$ cat src/rtl/uart_rx_fifo.sv
// uart_rx_fifo
// Receive-side byte FIFO that sits behind a uart_rx core. Each data_ready
// strobe offers one byte, which is written into a circular buffer unless it
// carries a framing error and DROP_FRAMING_ERR is set. The head entry is
// presented first-word-fall-through; the consumer pops it with rd_ready.
//
// Ports
//   clk            in   system clock, rising edge
//   reset          in   asynchronous active-low reset
//   data_received  in   [7:0] byte from uart_rx, valid with data_ready
//   data_ready     in   one-cycle strobe per received byte
//   framing_error  in   stop-bit error, sampled only with data_ready
//   rd_data        out  [7:0] head byte
//   rd_err         out  framing-error flag of the head byte
//   rd_valid       out  FIFO non-empty
//   rd_ready       in   consumer accepts head byte
//   count          out  [$clog2(DEPTH):0] stored bytes
//   full           out  count == DEPTH
//   overflow       out  sticky: a byte was lost to a full FIFO
//   overflow_clr   in   clears overflow (a same-cycle new overflow wins)
//   frame_err_cnt  out  [7:0] saturating count of framing-error strobes

module uart_rx_fifo #(
    parameter int DEPTH            = 16,
    parameter int DROP_FRAMING_ERR = 1
) (
    input  logic                     clk,
    input  logic                     reset,
    input  logic [7:0]               data_received,
    input  logic                     data_ready,
    input  logic                     framing_error,
    output logic [7:0]               rd_data,
    output logic                     rd_err,
    output logic                     rd_valid,
    input  logic                     rd_ready,
    output logic [$clog2(DEPTH):0]   count,
    output logic                     full,
    output logic                     overflow,
    input  logic                     overflow_clr,
    output logic [7:0]               frame_err_cnt
);

    localparam int AW = $clog2(DEPTH);
    localparam logic [AW:0] CNT_FULL = (AW + 1)'(DEPTH);
    localparam logic [AW:0] CNT_ONE  = (AW + 1)'(1);
    localparam logic [AW-1:0] PTR_ONE = AW'(1);
    localparam logic KEEP_ERR = (DROP_FRAMING_ERR == 0);

    logic [8:0]    mem [DEPTH];
    logic [AW-1:0] wr_ptr;
    logic [AW-1:0] rd_ptr;
    logic [8:0]    head;

    logic wr_req;
    logic pop;
    logic wr_en;
    logic ovf_set;

    assign wr_req  = data_ready & (~framing_error | KEEP_ERR);
    assign rd_valid = (count != '0);
    assign full     = (count == CNT_FULL);
    assign pop      = rd_valid & rd_ready;
    // A full FIFO still accepts a byte when the head leaves in the same cycle.
    assign wr_en    = wr_req & (~full | pop);
    assign ovf_set  = wr_req & full & ~pop;

    assign head    = mem[rd_ptr];
    assign rd_data = head[7:0];
    // Gated by rd_valid so stale memory never shows an error after reset.
    assign rd_err  = rd_valid & head[8] & KEEP_ERR;

    // Storage has no reset; contents are only meaningful between pointers.
    always_ff @(posedge clk) begin
        if (wr_en) begin
            mem[wr_ptr] <= {framing_error & KEEP_ERR, data_received};
        end
    end

    always_ff @(posedge clk or negedge reset) begin
        if (!reset) begin
            wr_ptr        <= '0;
            rd_ptr        <= '0;
            count         <= '0;
            overflow      <= 1'b0;
            frame_err_cnt <= 8'd0;
        end else begin
            if (wr_en) begin
                wr_ptr <= wr_ptr + PTR_ONE;
            end
            if (pop) begin
                rd_ptr <= rd_ptr + PTR_ONE;
            end

            if (wr_en && !pop) begin
                count <= count + CNT_ONE;
            end else if (!wr_en && pop) begin
                count <= count - CNT_ONE;
            end

            if (ovf_set) begin
                overflow <= 1'b1;
            end else if (overflow_clr) begin
                overflow <= 1'b0;
            end

            if (data_ready && framing_error && frame_err_cnt != 8'hFF) begin
                frame_err_cnt <= frame_err_cnt + 8'd1;
            end
        end
    end

endmodule

$ cat config.mk
export PLATFORM = sky130hd
export DESIGN_NAME = uart_rx_fifo
export DESIGN_NICKNAME = d
export VERILOG_FILES = /design/src/rtl/uart_rx_fifo.sv
export SDC_FILE = /design/constraint.sdc
export NUM_CORES = 1
export LEC_CHECK = 0
export CORE_MARGIN = 10
export CORE_UTILIZATION = 60
export CTS_BUF_LIST = sky130_fd_sc_hd__clkbuf_8
export DETAILED_ROUTE_END_ITERATION = 8
export GPL_TIMING_DRIVEN = 0
export PLACE_DENSITY = 0.81
export SLEW_MARGIN = 20
export SYNTH_ARGS = -nofsm -noshare
export SYNTH_HDL_FRONTEND = slang
export SYNTH_SLANG_ARGS = --single-unit
$ cat constraint.sdc
create_clock -name clk -period 2.7 [get_ports clk]
set_clock_uncertainty 0.05 [all_clocks]
set_input_delay 0.27 -clock clk [delete_from_list [all_inputs] [get_ports clk]]
set_output_delay 0.27 -clock clk [all_outputs]
set_load 0.1 [all_outputs]
## Word level (Yosys, flattened, before mapping)

Memory sizes are Yosys's and may differ from the RTL's.
Index checks and enable logic that the tools add are counted.

| cells by class | value |
|---|---|
| add/subtract/negate cells | 5 |
| eq/ne operators | 2 |
| multiplexer cells | 6 |
| bitwise operators | 9 |
| reductions and logical operators | 9 |

Operator list:

| kind | number |
|---|---|
| 2-to-1 mux 5 bit | 2 |
| adder 4 x 1 -> 4 bit, second input constant | 2 |
| adder 8 x 1 -> 8 bit, second input constant | 1 |
| inequality test 8 bit, second input constant | 1 |
| adder 5 x 1 -> 5 bit, second input constant | 1 |
| AND 1 bit | 5 |
| == test 5 bit, second input constant | 1 |
| nonzero test 5 bit | 1 |
| subtractor 5 x 1 -> 5 bit, second input constant | 1 |
| logical AND 1 bit | 4 |
| 2-to-1 mux 1 bit | 4 |
| nonzero test 2 bit | 2 |
| NOT 1 bit | 3 |
| zero test 1 bit | 2 |
| OR 1 bit | 1 |

| storage, ports and cells | value |
|---|---|
| register bits after elaboration | 22 |
| RAM bits | 128 |
| input bits | 14 |
| output and inout port bits | 25 |
| memories kept | 1 |

Memories:

| name | depth | width | read ports | clocked after memory_dff | write ports | line | source |
|---|---|---|---|---|---|---|---|
| mem | 16 | 8 | 1 | 0 | 1 | 49 | `logic [8:0] mem [DEPTH];` |

## Depth between registers and ports, before layout

Gate-level depths: netlist of the first run.

| depth | value |
|---|---|
| depth in word-level cells | 8 |
| depth in mapped cells | 10 |

## Worst setup path after synthesis of the first run

No wires, ideal clock.

| timing path | value |
|---|---|
| path kind | reg2reg |
| start point | register count[1] |
| end point | register count[4] |
| arrival time | 3.603 ns |
| data required time | 2.489 ns |
| setup slack | -1.114 ns |
| cell stages (with the launch flop) | 11 |
| buffers on the path | 0 |
| clock period less this slack | 3.814 ns |
| path through | dfrtp_1 nor4_4 nand2b_1 nand2_1 ha_1 inv_1 fa_1 a21o_1 a21oi_1 mux2i_1 xnor2_1 |

| on the way | value |
|---|---|
| cells in the longest elaborated chain, start to end | 7 |

RTL lines:

| item | line | source |
|---|---|---|
| start: declaration | 36 | `output logic [$clog2(DEPTH):0] count,` |
| start signal: assignment | 95 | `count <= count + CNT_ONE;` |
| start signal: assignment | 97 | `count <= count - CNT_ONE;` |
| nonzero test 5 bit * | 60 | `assign rd_valid = (count != '0);` |
| net rd_valid | 34 | `output logic rd_valid,` |
| AND 1 bit * | 62 | `assign pop = rd_valid & rd_ready;` |
| OR 1 bit | 64 | `assign wr_en = wr_req & (~full \| pop);` |
| AND 1 bit | 64 |  |
| zero test 1 bit | 96 | `end else if (!wr_en && pop) begin` |
| logical AND 1 bit | 96 |  |
| nonzero test 2 bit (no source line) | - |  |

Mark *: on every way through the listed nets, which the timed path passes. The rest lies on a longest branch. The select of a mux whose other input is x is not followed.
A chain may end at the register's enable or synchronous reset.

## Worst setup path after layout of the first run

| timing path | value |
|---|---|
| start point | register rd_ptr[2] |
| end point | output port rd_data[7] |

| on the way | value |
|---|---|
| cells in the longest elaborated chain, start to end | 1 |

RTL lines:

| item | line | source |
|---|---|---|
| start: declaration | 51 | `logic [AW-1:0] rd_ptr;` |
| start signal: assignment | 91 | `rd_ptr <= rd_ptr + PTR_ONE;` |
| memory (16 x 8 bit) | - |  |
| end: declaration | 32 | `output logic [7:0] rd_data,` |

No other way between the ends.

==> impl_metrics.tcl, run 1 <==
set metrics [dict create \
    worstMarginPinSlew_ns 0.982 \
    slew_violations 0 \
    port_buffers 37 \
    cts_tree "done" \
    final.period_utilization 0.974 \
    grt_max_degree 23 \
    synthTopCellsByArea "edfxtp_1, dfrtp_1, mux4_2" \
    synthCells 357 \
    place_hpwl_microns 8500 \
    io_pins 39 \
    setup_viol 0 \
    start_util 0.611 \
    n_antenna_cell 0 \
    chipHeight_microns 122 \
    grt-ovfl-total 0 \
    syn_to_final_growth_pct 18.0 \
    antenna_left 0 \
    dieArea_sq_mm 0.0149 \
    cp.required_ns 2.38 \
    netlist_area_sq_mm 0.00625 \
    r2r_slack_ns 0.19 \
    viasPerCell 6.10 \
    arrival_ns 2.31 \
    clockBufferDepth 2 \
    wirelength_microns 12900 \
    post-place-ws_ns -0.528 \
    async_reset_ff_frac 0.147 \
    yosysWarnings 0 \
    drt-initial-drc-count 366 \
    ys.flop_type "edfxtp_1" \
    reg2regPathDepth 11 \
    htree_levels 4 \
    rsz0062_at_grt "true" \
    worstPathMaxFanout 10 \
    synth_edf_count 128 \
    hold_viol 0 \
    core.rowCount 37 \
    synth_area_per_cell_sq_um 17.5 \
    cts.sinks 150 \
    ys_seq_elements 150 \
    rr_endpoint "count[4]" \
    maxSlewHeadroom 0.344 \
    die_x_microns 122 \
    synthDistinctLibCells 38 \
    antenna_found_initial 0 \
    synth-seq-area-share 0.703 \
    drt_pass1_iterations 4 \
    worstSetupPathType "reg -> out" \
    status "complete, no violations" \
    coreArea_sq_mm 0.0102 \
    grt_pass1_wl_microns 20500 \
    hold_path.class "in -> async" \
    worst_setup_path_start_kind "flip-flop" \
    synthesis.nets 382 \
    ctsHoldBuffers 0 \
    synth_top_area_cell "edfxtp_1" \
    clk_pin_slew_ns 0.08 \
    fin_nets 440 \
    grt_pass1_vias 3481 \
    gp_congestion 0.814 \
    reg2reg_from "count[0]" \
    n_fill_cell 629 \
    drt-wirelength-per-cell_microns 22.9 \
    endpoint_kind "output port" \
    clock.fmax_ghz 0.380 \
    dr_total_vias 3442 \
    gr-usage-all-layers 0.185 \
    final_cell_mix "edfxtp_1, mux2i_1, clkdlybuf4s50_1" \
    period_minus_slack_ns 2.63 \
    drcViolationCount 0 \
    synth.top_cell.area_share 0.615 \
    clk_latency_ns 0.44 \
    layout-drive-gt1-share 0.248 \
    setup_ws_ns 0.0697 \
    cts_made_buffers 17 \
    max_cap_violations 0 \
    cts-root-buf "clkbuf_8" \
    final_common_cell "edfxtp_1" \
]
## flip-flops by register name, summed over array words and instances, names as in the netlist
register,cells
count,5
frame_err_cnt,8
mem,128
overflow,1
rd_ptr,4
wr_ptr,4
## cell usage after synthesis, drive strengths merged (7+ instances only)
master  instances
nor2           17
mux4           16
a22oi           8
edfxtp        128
mux2i          33
ha             10
xnor2          10
a221oi         16
buf            14
nand2          20
inv             7
dfrtp          22
o21ai          11
xor2            7
nor3            7
## stage by stage
stage,hold WS [ns],util,setup TNS (ns),std cells,cell area [sq um]
after floorplan,-0.0756,-,-0.124,357,6290
after global placement,0.437,0.668,-13.99,530,6830
after detailed placement,0.445,0.670,-4.73,530,6850
after CTS,0.331,0.707,-0.00570,561,7240
after global routing,0.352,0.721,-0.0282,564,7370
final,0.321,0.721,0,564,7370
## final cells by class
class,instances,area (sq um),area share
buffer,17,145,0.0197
tap,136,170,0.0231
inverter,7,26.3,0.00356
clock inverter,15,155,0.0210
clock buffer,17,234,0.0317
multi-input combinational,182,1810,0.245
sequential,150,4410,0.598
timing repair buffer,40,429,0.0582
## worst max path at each step
stage	start	to	slack, ns	depth (start not counted)
final	rd_ptr[2]	rd_data[7]	0.07	8
after global routing	rd_ptr[2]	rd_data[5]	-0.01	8
after CTS	rd_ptr[2]	rd_data[6]	-0.006	8
after detailed placement	rd_ptr[3]	rd_data[6]	-0.53	6
after global placement	rd_ptr[3]	rd_data[2]	-0.48	6
after floorplan	count[3]	count[4]	-0.12	10
## layer usage
| layer | vias to the layer above | global-route usage | share of wire |
|---|---|---|---|
| met5 | - | 0 | 0 |
| met4 | 0 | 0.0648 | 0.016 |
| met3 | 24 | 0.0476 | 0.066 |
| met2 | 159 | 0.300 | 0.51 |
| met1 | 1748 | 0.237 | 0.40 |
| li1 | 1511 | - | - |
## cells by family (layout without fill, tap and decap cells)
group           Yosys count  count (layout)  synth area share
fa+ha+maj                11              11            0.0232
other cells               1               1          0.000600
xor+xnor                 17              17            0.0238
flops                   150             150             0.703
mux                      52              52             0.116
compound gates           42              42            0.0603
simple gates             59              59            0.0455
buf+inv                  25              96            0.0274
## critical path: stages (launching register included)
cell      delay [ns]
dfrtp_1         0.37
buf_2           0.18
and2_4          0.17
buf_6           0.13
buf_6           0.17
a221oi_2        0.29
o21ai_0         0.14
nand2_1         0.09
buf_4           0.29
## what timing repair did
| action | CTS | global route |
|---|---|---|
| cloned | 0 | 0 |
| endpoints found under the setup margin | 10 | 8 |
| resized for setup | 57 | 21 |
| pin swaps | 0 | 7 |
| setup buffers | 0 | 3 |
Power of run 1 is not shown: default switching activity piles up to over one toggle a cycle in this logic, so the estimate is an artifact.
==> inputs of run 2 (changes only) <==
Settings changed: CAP_MARGIN set to 30.
Clock period 2.7 ns to 3.1 ns, I/O delays scaled along.
==> impl_metrics.tcl, run 2 (synthesized netlist as in run 1, its figures left out) <==
set metrics [dict create \
    hold_viol 0 \
    core.rowCount 37 \
    clock.fmax_ghz 0.333 \
    drcViolationCount 0 \
    dr_total_vias 3307 \
    hold_path.class "in -> async" \
    grt_pass1_vias 3327 \
    finalNonFillerCells 562 \
    clk_latency_ns 0.43 \
    drt-wirelength-per-cell_microns 21.3 \
    grt_max_degree 17 \
    antenna_found_initial 0 \
    post-cts-setup-buffer-count 0 \
    dpl_cell_area_sq_mm 0.00684 \
    dp.cells 531 \
    worst_setup_path_start_kind "flip-flop" \
    drt_pass1_iterations 5 \
    setup_viol 0 \
    layout-drive-gt1-share 0.214 \
    max_cap_violations 0 \
    antenna_left 0 \
    fin_nets 438 \
    start_util 0.611 \
    maxSlewHeadroom 0.325 \
    largest_reg_flops 128 \
    regMostFlops "mem" \
    slowest_stage "clkdlybuf4s15_2" \
    design_area_sq_mm 0.00718 \
    cts_made_buffers 17 \
    htree_levels 4 \
    worstSetupPathType "reg -> out" \
    dieArea_sq_mm 0.0149 \
    viasPerCell 5.88 \
    finalCoreUtilization 0.701 \
    cts-root-buf "clkbuf_8" \
    final_common_cell "edfxtp_1" \
    syn_to_final_growth_pct 14.8 \
    die_x_microns 122 \
    io_pins 39 \
    port_buffers 37 \
    arrival_ns 2.65 \
    cts_tree "done" \
    cts.sinks 150 \
    reg_top3 "mem (128), frame_err_cnt (8), count (5)" \
    endpoint_kind "output port" \
    gr-usage-all-layers 0.168 \
    final_cell_mix "edfxtp_1, mux2i_1, clkdlybuf4s50_1" \
    crit_chain "buf_2, and2_4, buf_6, buf_6, a221oi_2, a22oi_1, nand2_1, clkdlybuf4s15_2" \
    n_fill_cell 651 \
    cpPeakStageDelay_ns 0.56 \
    status "complete, no violations" \
    worstMarginPinSlew_ns 1.01 \
    grt_pass1_wl_microns 18600 \
    clk_pin_slew_ns 0.07 \
    coreArea_sq_mm 0.0102 \
    cp.required_ns 2.74 \
    final.period_utilization 0.969 \
    grt-ovfl-total 0 \
    n_antenna_cell 0 \
    chipHeight_microns 122 \
    worstPathMaxFanout 10 \
    slew_violations 0 \
    crit_buf_inv 4 \
    worst_path_most_repeated_cell "buf_6" \
    drt-initial-drc-count 305 \
    wirelength_microns 11900 \
    clockBufferDepth 2 \
    period_minus_slack_ns 3.01 \
    rsz0062_at_grt "false" \
    gp_congestion 0.839 \
    cp_top_family "buffers and inverters" \
    place_hpwl_microns 8150 \
]
## run 2: cell types whose count changed in the layout (fill, tap and decap cells not counted), sizes merged
cell and delta:
buf -8, bufinv -1, clkdlybuf4s15 +4, clkdlybuf4s18 +1
clkdlybuf4s50 +1, clkinv +6, clkinvlp -2, inv -3
## run 2: metal layers
| metal | global-route usage | share of wire |
|---|---|---|
| met5 | 0 | 0 |
| met4 | 0.0560 | 0.0090 |
| met3 | 0.0453 | 0.066 |
| met2 | 0.269 | 0.51 |
| met1 | 0.219 | 0.41 |
## run 2: metrics by stage
stage / hold slack [ns] / TNS [ns] / setup slack [ns]
detailed placement: 0.456 / -0.412 / -0.0888
CTS: 0.0837 / 0 / 0.0178
global route: 0.0939 / 0 / 0.000332
global placement: 0.431 / -0.278 / -0.0774
finish: 0.103 / 0 / 0.0947
floorplan: -0.0356 / 0 / 0.0472
## run 2: what timing repair did
action / 4_1_cts / 5_1_grt
gates resized for setup: 30 / 1
endpoints found under the hold margin: 0 / 0
setup endpoints to repair: 9 / 7
hold buffers: 0 / 0
## run 2: cell type report
class	instances	area (sq um)	share of cell area
clock inverter	15	111	0.0155
clock buffer	17	234	0.0326
buffer	17	143	0.0199
tap	136	170	0.0237
timing repair buffer	38	380	0.0530
multi-input combinational	182	1710	0.238
inverter	7	26.3	0.00366
sequential	150	4400	0.613
## run 2: worst register-to-register path: stages (launching register included)
cell and delay, ns:
dfrtp_2 0.46, nor4_4 0.45, nand2b_4 0.10, nand2_1 0.15, ha_1 0.19, inv_1 0.10, fa_1 0.42, a21o_1 0.19
a21oi_1 0.18, mux2i_1 0.23, xnor2_1 0.15
## run 2: final timing paths
path	slack, ns	start	to	cells after the start
setup / recovery	0.09	rd_ptr[2]	rd_data[2]	8
hold / removal	0.10	reset	wr_ptr[1]	1
setup reg to reg	0.34	count[1]	count[4]	10
hold reg to reg	0.47	frame_err_cnt[7]	frame_err_cnt[7]	1
max in group asynchronous	2.45	reset	count[4]	2
min in group clk	0.40	overflow_clr	overflow	2
Power of run 2 is left out for the same reason.
